$ cat src/rtl/wallace_mul12_sequencer.sv
// 12x12 unsigned multiplier sequencer: reuses one external 6x6 multiplier over four passes
// and shift-accumulates the partial products into a 24-bit result.
module wallace_mul12_sequencer #(
  parameter int MUL_LAT = 0
) (
  input  logic        clk,
  input  logic        rst_n,
  input  logic        in_valid,
  output logic        in_ready,
  input  logic [11:0] in_a,
  input  logic [11:0] in_b,
  output logic        out_valid,
  input  logic        out_ready,
  output logic [23:0] out_p,
  output logic [5:0]  mul_a,
  output logic [5:0]  mul_b,
  input  logic [11:0] mul_p,
  output logic        busy
);

  // Handshakes: a transfer happens on a rising edge where valid and ready are both high;
  // valid and its data stay stable until that edge, and ready never depends on valid.

  typedef enum logic [1:0] {IDLE, MUL, DRAIN, DONE} state_t;

  state_t      state;
  logic [11:0] op_a;
  logic [11:0] op_b;
  logic [1:0]  pass;
  logic [23:0] acc;
  logic [11:0] p_q;
  logic [1:0]  p_tag;
  logic        p_vld;

  logic [11:0] add_p;
  logic [1:0]  add_tag;
  logic        add_en;
  logic [23:0] term;
  logic [24:0] sum;

  // Operand halves for a pass, packed as {mul_a, mul_b}: LL, HL, LH, HH.
  function automatic logic [11:0] pass_ops(input logic [1:0] p, input logic [11:0] a,
                                           input logic [11:0] b);
    logic [11:0] r;
    case (p)
      2'd0:    r = {a[5:0],  b[5:0]};
      2'd1:    r = {a[11:6], b[5:0]};
      2'd2:    r = {a[5:0],  b[11:6]};
      default: r = {a[11:6], b[11:6]};
    endcase
    return r;
  endfunction

  // The term added this cycle comes straight from the multiplier, or from p_q one cycle later.
  always_comb begin
    add_p   = mul_p;
    add_tag = pass;
    add_en  = (state == MUL);
    if (MUL_LAT != 0) begin
      add_p   = p_q;
      add_tag = p_tag;
      add_en  = p_vld;
    end
    case (add_tag)
      2'd0:       term = {12'd0, add_p};
      2'd1, 2'd2: term = {6'd0, add_p, 6'd0};
      default:    term = {add_p, 12'd0};
    endcase
    sum = {1'b0, acc} + {1'b0, term};
  end

  assign busy = (state != IDLE);

  always_ff @(posedge clk or negedge rst_n) begin
    if (!rst_n) begin
      state     <= IDLE;
      op_a      <= '0;
      op_b      <= '0;
      pass      <= '0;
      acc       <= '0;
      p_q       <= '0;
      p_tag     <= '0;
      p_vld     <= 1'b0;
      in_ready  <= 1'b0;
      out_valid <= 1'b0;
      out_p     <= '0;
      mul_a     <= '0;
      mul_b     <= '0;
    end else begin
      if (MUL_LAT != 0) begin
        p_q   <= mul_p;
        p_tag <= pass;
        p_vld <= (state == MUL);
      end
      case (state)
        IDLE: begin
          in_ready <= 1'b1;
          if (in_valid && in_ready) begin
            op_a           <= in_a;
            op_b           <= in_b;
            acc            <= '0;
            pass           <= 2'd0;
            {mul_a, mul_b} <= pass_ops(2'd0, in_a, in_b);
            in_ready       <= 1'b0;
            state          <= MUL;
          end
        end
        MUL: begin
          if (add_en) acc <= sum[23:0];
          pass <= pass + 2'd1;
          if (pass == 2'd3) begin
            mul_a <= '0;
            mul_b <= '0;
            if (MUL_LAT == 0) begin
              out_p     <= sum[23:0];
              out_valid <= 1'b1;
              state     <= DONE;
            end else begin
              state <= DRAIN;
            end
          end else begin
            {mul_a, mul_b} <= pass_ops(pass + 2'd1, op_a, op_b);
          end
        end
        DRAIN: begin
          acc       <= sum[23:0];
          out_p     <= sum[23:0];
          out_valid <= 1'b1;
          state     <= DONE;
        end
        DONE: begin
          if (out_ready) begin
            out_valid <= 1'b0;
            in_ready  <= 1'b1;
            state     <= IDLE;
          end
        end
        default: state <= IDLE;
      endcase
    end
  end

  // A 12x12 product always fits in 24 bits; a carry out means corrupted state.
  acc_no_carry: assert property (@(posedge clk) disable iff (!rst_n) !(add_en && sum[24]));

endmodule
$ cat config.mk
export PLATFORM = sky130hd
export DESIGN_NAME = wallace_mul12_sequencer
export DESIGN_NICKNAME = d
export VERILOG_FILES = /design/src/rtl/wallace_mul12_sequencer.sv
export SDC_FILE = /design/constraint.sdc
export NUM_CORES = 1
export LEC_CHECK = 0
export CAP_MARGIN = 25
export CORE_MARGIN = 2
export CORE_UTILIZATION = 55
export DETAILED_ROUTE_END_ITERATION = 10
export PLACE_DENSITY = 0.84
export SETUP_SLACK_MARGIN = 0.4
export SLEW_MARGIN = 30
export SYNTH_ARGS = -nofsm -noshare
export SYNTH_HDL_FRONTEND = slang
export SYNTH_SLANG_ARGS = --single-unit
$ cat constraint.sdc
create_clock -name clk -period 4.69 [get_ports clk]
set_input_delay 1.1725 -clock clk [delete_from_list [all_inputs] [get_ports clk]]
set_output_delay 1.1725 -clock clk [all_outputs]
set_load 0.005 [all_outputs]
==> results.json, run 1 <==
{
  "start_kind": "flip-flop",
  "dieArea_mm2": 0.01012,
  "finClkSkew_ns": 0.01083,
  "synth_compound_area_frac": 0.2134,
  "tns_ns": 0,
  "grt_pass1_vias": 4216,
  "ir_drop_mv": 0.4067,
  "rsz0062_at_grt": "false",
  "viasPerCell": 6.165,
  "max_freq_mhz": 245.1,
  "start_util": 0.5606,
  "cts_tree": "done",
  "tightest_slew_ns": 0.8543,
  "grt_max_degree": 61,
  "drv_cap": 0,
  "finalSetupViolCount": 0,
  "crit_type": "reg2reg",
  "use_met1": 0.3297,
  "route.detailed.drc": 0,
  "cp_slowest_cell": "dfrtp_1",
  "max_stage_delay_ns": 0.65,
  "wl_um": 12040,
  "drtIter0Drc": 198,
  "cts_setup_buffers": 0,
  "dp.final_hpwl_um": 8819,
  "die_w_um": 100.6,
  "grt_use_met2": 0.4046,
  "cts_hold_buffers": 0,
  "clk_latency_ns": 0.37,
  "period_minus_slack_ns": 4.080,
  "cp-end-kind": "flip-flop",
  "ys.flop_type": "dfrtp_1",
  "post-place-ws_ns": 0.5184,
  "areaGrowthSynthToFinish_pct": 20.07,
  "firstDrtPassIters": 5,
  "hp-class": "reg2reg",
  "cts_sinks": 90,
  "p_leak_nw": 2.819,
  "required_ns": 4.94,
  "synth.mux.area_fraction": 0.08754,
  "synth_top_area_share": 0.4389,
  "syn_nets": 571,
  "die_h_um": 100.6,
  "maxSlewHeadroom": 0.4304,
  "cp_max_fo": 10,
  "antennaDiodeCount": 0,
  "num_vias": 4211,
  "layout-drive-gt1-share": 0.1014,
  "hold_viol_final": 0,
  "wl_per_cell_um": 17.63,
  "cts_resized": 0,
  "pin_count": 79,
  "synth_cell_types": 55,
  "antenna_found_initial": 0,
  "synth_area_leaders": "dfrtp_1 (44%), ha_1 (7.8%), mux2_2 (6.8%)",
  "syn_area_mm2": 0.005131,
  "synth_xor_area_frac": 0.03414,
  "cts_buffers": 9,
  "netlist_instances": 498,
  "grt_busiest_layer": "met2",
  "status": "finished, final reports clean",
  "ant_nets": 0,
  "final_nets": 641,
  "h-tree-depth": 3,
  "timing.final.ws_setup_ns": 0.6099,
  "cts_root_buffer": "clkbuf_8",
  "synth-seq-area-share": 0.4389,
  "synth_top_family_by_area": "compound AO/OA/AOI/OAI gates",
  "power.density_mw_per_mm2": 861.8,
  "ys_warn_count": 0,
  "worst_hold_slack_ns": 0.4870,
  "coreArea_mm2": 0.009153,
  "slew_violations": 0,
  "fin_crit_sh": 0.8699,
  "grt_first_pass_wirelength_um": 20040,
  "grtUsageTotal": 0.2501,
  "cp.arrival_ns": 4.33,
  "synthSimpleGateAreaFrac": 0.1046,
  "grtUsageMet3": 0.05687,
  "port-buffer-count": 78,
  "syn_area_per_cell_um2": 10.30,
  "async_flop_share": 1.000,
  "clk_pin_slew_ns": 0.09,
  "gr-total-overflow": 0,
  "yosys_register_bits": 90,
  "synth_edf_count": 0,
  "crit_chain": "inv_1 > ha_1 > inv_1 > nor2_1 > a22o_1 > ha_1 > and4_1 > nand2_1 > nand2_1 > a221o_1 > a21oi_1 > nor4b_1 > or3_1",
  "globalplace.congestion": 0.9742,
  "rows": 35,
  "synthAdderAreaFrac": 0.08193,
  "clockBufferDepth": 2,
  "yosysTopAreaCell": "dfrtp_1"
}
==> path summary, 6_finish.rpt <==
| path | endpoint | slack [ns] | cells after the start | startpoint |
|---|---|---|---|---|
| min | out_p[2]$_DFFE_PN0P_ | 0.49 | 2 | out_p[2]$_DFFE_PN0P_ |
| min in group asynchronous | acc[9]$_DFFE_PN0P_ | 0.86 | 1 | rst_n |
| min reg2reg | out_p[2]$_DFFE_PN0P_ | 0.49 | 2 | out_p[2]$_DFFE_PN0P_ |
| max in group asynchronous | add_tag[1]$_DFFE_PN0P_ | 2.92 | 2 | rst_n |
| max reg2reg | out_p[22]$_DFFE_PN0P_ | 0.61 | 13 | add_tag[0]$_DFFE_PN0P_ |
| max | out_p[22]$_DFFE_PN0P_ | 0.61 | 13 | add_tag[0]$_DFFE_PN0P_ |
==> registers in the layout, indices dropped and copies added, names as in the netlist <==
signal	cells
mul_a	6
add_tag	2
op_b	12
out_valid	1
state	2
op_a	12
mul_b	6
acc	24
out_p	24
in_ready	1
==> layout by cell type (no fill, tap or decap), types with 9 or more instances in the layout <==
cell and count:
a21oi_1 21, a22o_1 25, a22oi_1 12, and2_1 12
clkbuf_8 9, clkdlybuf4s50_1 77, dfrtp_1 90, ha_1 32
inv_1 27, mux2_2 31, mux2i_1 10, nand2_1 45
nor2_1 16, o21a_1 14, o21ai_0 28, o221ai_1 12
xnor2_1 12
==> report_power, final <==
part	switching [W]	internal [W]
sequential	0.000237	0.00119
combinational	0.00177	0.00164
clock	0.000277	0.000191
==> per-layer routing <==
| layer | part of all wire | wire length, um |
|---|---|---|
| met4 | 0.023 | 280 |
| met2 | 0.48 | 5730 |
| met1 | 0.44 | 5285 |
| met3 | 0.062 | 747 |
| met5 | 0 | 0 |
==> layout make-up <==
cell class	count	area, um2
fillers	730	2992
multi-input cells	355	2676
flip-flops and latches	90	2252
repair buffers	85	830.8
well taps	111	138.9
clock buffers	11	131.4
inverters	27	101.3
clock inverters	4	30.03
==> synth_stat cells, types with 7 or more instances <==
cell type   n
a21o_1      8
a22oi_1    12
ha_1       32
mux2_2     31
o21ai_0    28
and3_1      7
xor2_1      8
o221ai_1   12
inv_1      27
a22o_1     25
a21oi_1    21
clkbuf_1   19
and2_1     12
nor2_1     16
xnor2_1    12
mux2i_1    10
dfrtp_1    90
o21a_1     14
nand2_1    45
==> cells by family after synthesis <==
family                   after synthesis
AO/OA/AOI/OAI                        154
XOR/XNOR                              20
adder cells (fa/ha/maj)               33
buffers and inverters                 53
flip-flops                            90
multiplexers                          41
AND/OR/NAND/NOR                      107
==> worst max-delay path, delay by kind of cell, from the launching register on <==
kind                     cells  cell delay [ns]
AO/OA/AOI/OAI                3             0.88
adder cells (fa/ha/maj)      2             0.81
buffers and inverters        2             0.29
flip-flops                   1             0.65
AND/OR/NAND/NOR              6             1.33
==> per-stage QoR <==
stage               area [um2]  total power [W]  cells    util
global route              6161         0.005757    683  0.6731
finish                    6161         0.005310    683  0.6731
global placement          6000         0.004725    668  0.6555
detailed placement        6000         0.004825    668  0.6555
floorplan                 5131         0.003807    498       -
CTS                       6161         0.005306    683  0.6731
Power figures use the tool's default switching activity.
==> run 2: changes to the inputs <==
- CTS_CLUSTER_DIAMETER: default -> 200
==> results of run 2 <==
The final DEF is identical to that of run 1; final timing and power are the same.
==> run 3: changes to the inputs <==
- clock period: 4.69 -> 4.16 ns (I/O delays scaled with it)
==> run 3 against run 2 <==
Net effect: clock-buffer cell count is 1 lower; global-route usage is 1.1 points higher; power is 17% higher; register-to-register slack better by 0.02 ns; final area is 1.7% higher; largest cell class unchanged.
==> results.json, run 3 (synthesis results as in run 1) <==
{
  "status": "finished, final reports clean",
  "slew_violations": 0,
  "viasPerCell": 6.143,
  "cts_root_buffer": "clkbuf_8",
  "antenna_found_initial": 0,
  "power.density_mw_per_mm2": 990.2,
  "start_kind": "primary input",
  "finClkSkew_ns": 0.009260,
  "tns_ns": 0,
  "cts_tree": "done",
  "grt_first_pass_wirelength_um": 20780,
  "finalSetupViolCount": 0,
  "grt_pass1_vias": 4411,
  "final_nets": 647,
  "crit_chain": "clkdlybuf4s50_1 > and2_1 > ha_1 > inv_1 > fa_1 > nand2b_1 > a21o_1 > nand3b_1 > a41o_4 > a21oi_2 > or4b_2 > nand3_1",
  "drv_cap": 0,
  "firstDrtPassIters": 5,
  "route.detailed.drc": 0,
  "utilization": 0.6846,
  "coreArea_mm2": 0.009153,
  "wl_um": 12440,
  "final_common_cell": "dfrtp_1",
  "largestRegisters": "acc: 24 flops, out_p: 24 flops",
  "cp_max_fo": 6,
  "tightest_slew_ns": 0.7785,
  "h-tree-depth": 3,
  "die_h_um": 100.6,
  "grt_max_degree": 83,
  "areaGrowthSynthToFinish_pct": 22.12,
  "drtIter0Drc": 238,
  "final_cell_mix": "dfrtp_1 (90), clkdlybuf4s50_1 (77), nand2_1 (45)",
  "hp-class": "reg2reg",
  "p_leak_nw": 2.866,
  "max_freq_mhz": 274.0,
  "pin_count": 79,
  "wl_per_cell_um": 18.03,
  "rsz0062_at_grt": "false",
  "grtUsageTotal": 0.2615,
  "cts_buffers": 9,
  "maxSlewHeadroom": 0.4810,
  "clk_latency_ns": 0.37,
  "cts_sinks": 90,
  "start_util": 0.5606,
  "antennaDiodeCount": 0,
  "die_w_um": 100.6,
  "layout-drive-gt1-share": 0.1174,
  "dp.final_hpwl_um": 9115,
  "cts_setup_buffers": 0,
  "ant_nets": 0,
  "globalplace.congestion": 0.9544,
  "clk_pin_slew_ns": 0.10,
  "rows": 35,
  "clockBufferDepth": 2,
  "port-buffer-count": 78,
  "crit_type": "in2reg",
  "gr-total-overflow": 0,
  "hold_viol_final": 0,
  "cp-end-kind": "flip-flop",
  "num_vias": 4239,
  "dieArea_mm2": 0.01012,
  "ir_drop_mv": 0.4011,
  "fin_crit_sh": 0.8773,
  "cp.arrival_ns": 3.95,
  "required_ns": 4.46,
  "period_minus_slack_ns": 3.649,
  "max_stage_delay_ns": 0.63,
  "cp_slowest_cell": "or4b_2"
}
run 3: per-stage QoR:
| step | area, um2 | hold slack, ns | setup slack [ns] | instances | total power, W |
|---|---|---|---|---|---|
| after global placement | 6045 | 0.4619 | 0.2144 | 674 | 0.005378 |
| final | 6266 | 0.4850 | 0.5105 | 690 | 0.006204 |
| after CTS | 6250 | 0.4924 | 0.5086 | 690 | 0.006190 |
| after detailed placement | 6048 | 0.4699 | 0.1504 | 674 | 0.005553 |
| after global routing | 6266 | 0.5124 | 0.4267 | 690 | 0.006702 |
| after floorplan | 5131 | 0.4496 | 0.5212 | 498 | 0.004292 |
run 3: routing by layer:
metal | global-route usage | vias up | part of all wire
li1 | - | 1969 | -
met1 | 0.3244 | 2061 | 0.41
met2 | 0.4518 | 185 | 0.50
met3 | 0.05617 | 24 | 0.070
met4 | 0.08957 | 0 | 0.019
met5 | 0 | - | 0
run 3: where the power goes:
part | total (W) | switching, W | internal, W
logic | 0.00398 | 0.00207 | 0.00192
clock network | 0.000625 | 0.000339 | 0.000286
registers | 0.00160 | 0.000252 | 0.00135
run 3: worst max-delay path: cells and delay by family:
family | cells | cell delay, ns
simple gates | 5 | 1.19
buf+inv | 2 | 0.59
fa+ha+maj | 2 | 0.59
compound gates | 3 | 0.53
run 3: timing repair:
action                                  CTS  global route
hold buffers                              0             0
hold endpoints to repair                  0             0
resized for setup                         0             3
endpoints found under the setup margin    0             1
run 3: worst paths after layout:
path	cells past startpoint	end	slack [ns]	from
max	12	acc[22]$_DFFE_PN0P_	0.51	mul_p[0]
min	2	op_a[1]$_DFFE_PN0P_	0.48	op_a[1]$_DFFE_PN0P_
max reg2reg	14	acc[22]$_DFFE_PN0P_	0.63	add_tag[0]$_DFFE_PN0P_
min reg2reg	2	op_a[1]$_DFFE_PN0P_	0.48	op_a[1]$_DFFE_PN0P_
max in group asynchronous	2	out_p[21]$_DFFE_PN0P_	2.86	rst_n
min in group asynchronous	1	acc[12]$_DFFE_PN0P_	0.69	rst_n
run 3: layout make-up:
cell class                 count  area [um2]
clock inverter                 6       73.82
fill                         742        2887
inverter                      27       101.3
tap                          111       138.9
multi-input combinational    355        2693
timing repair buffer          91       879.6
clock buffer                  10       127.6
sequential                    90        2252
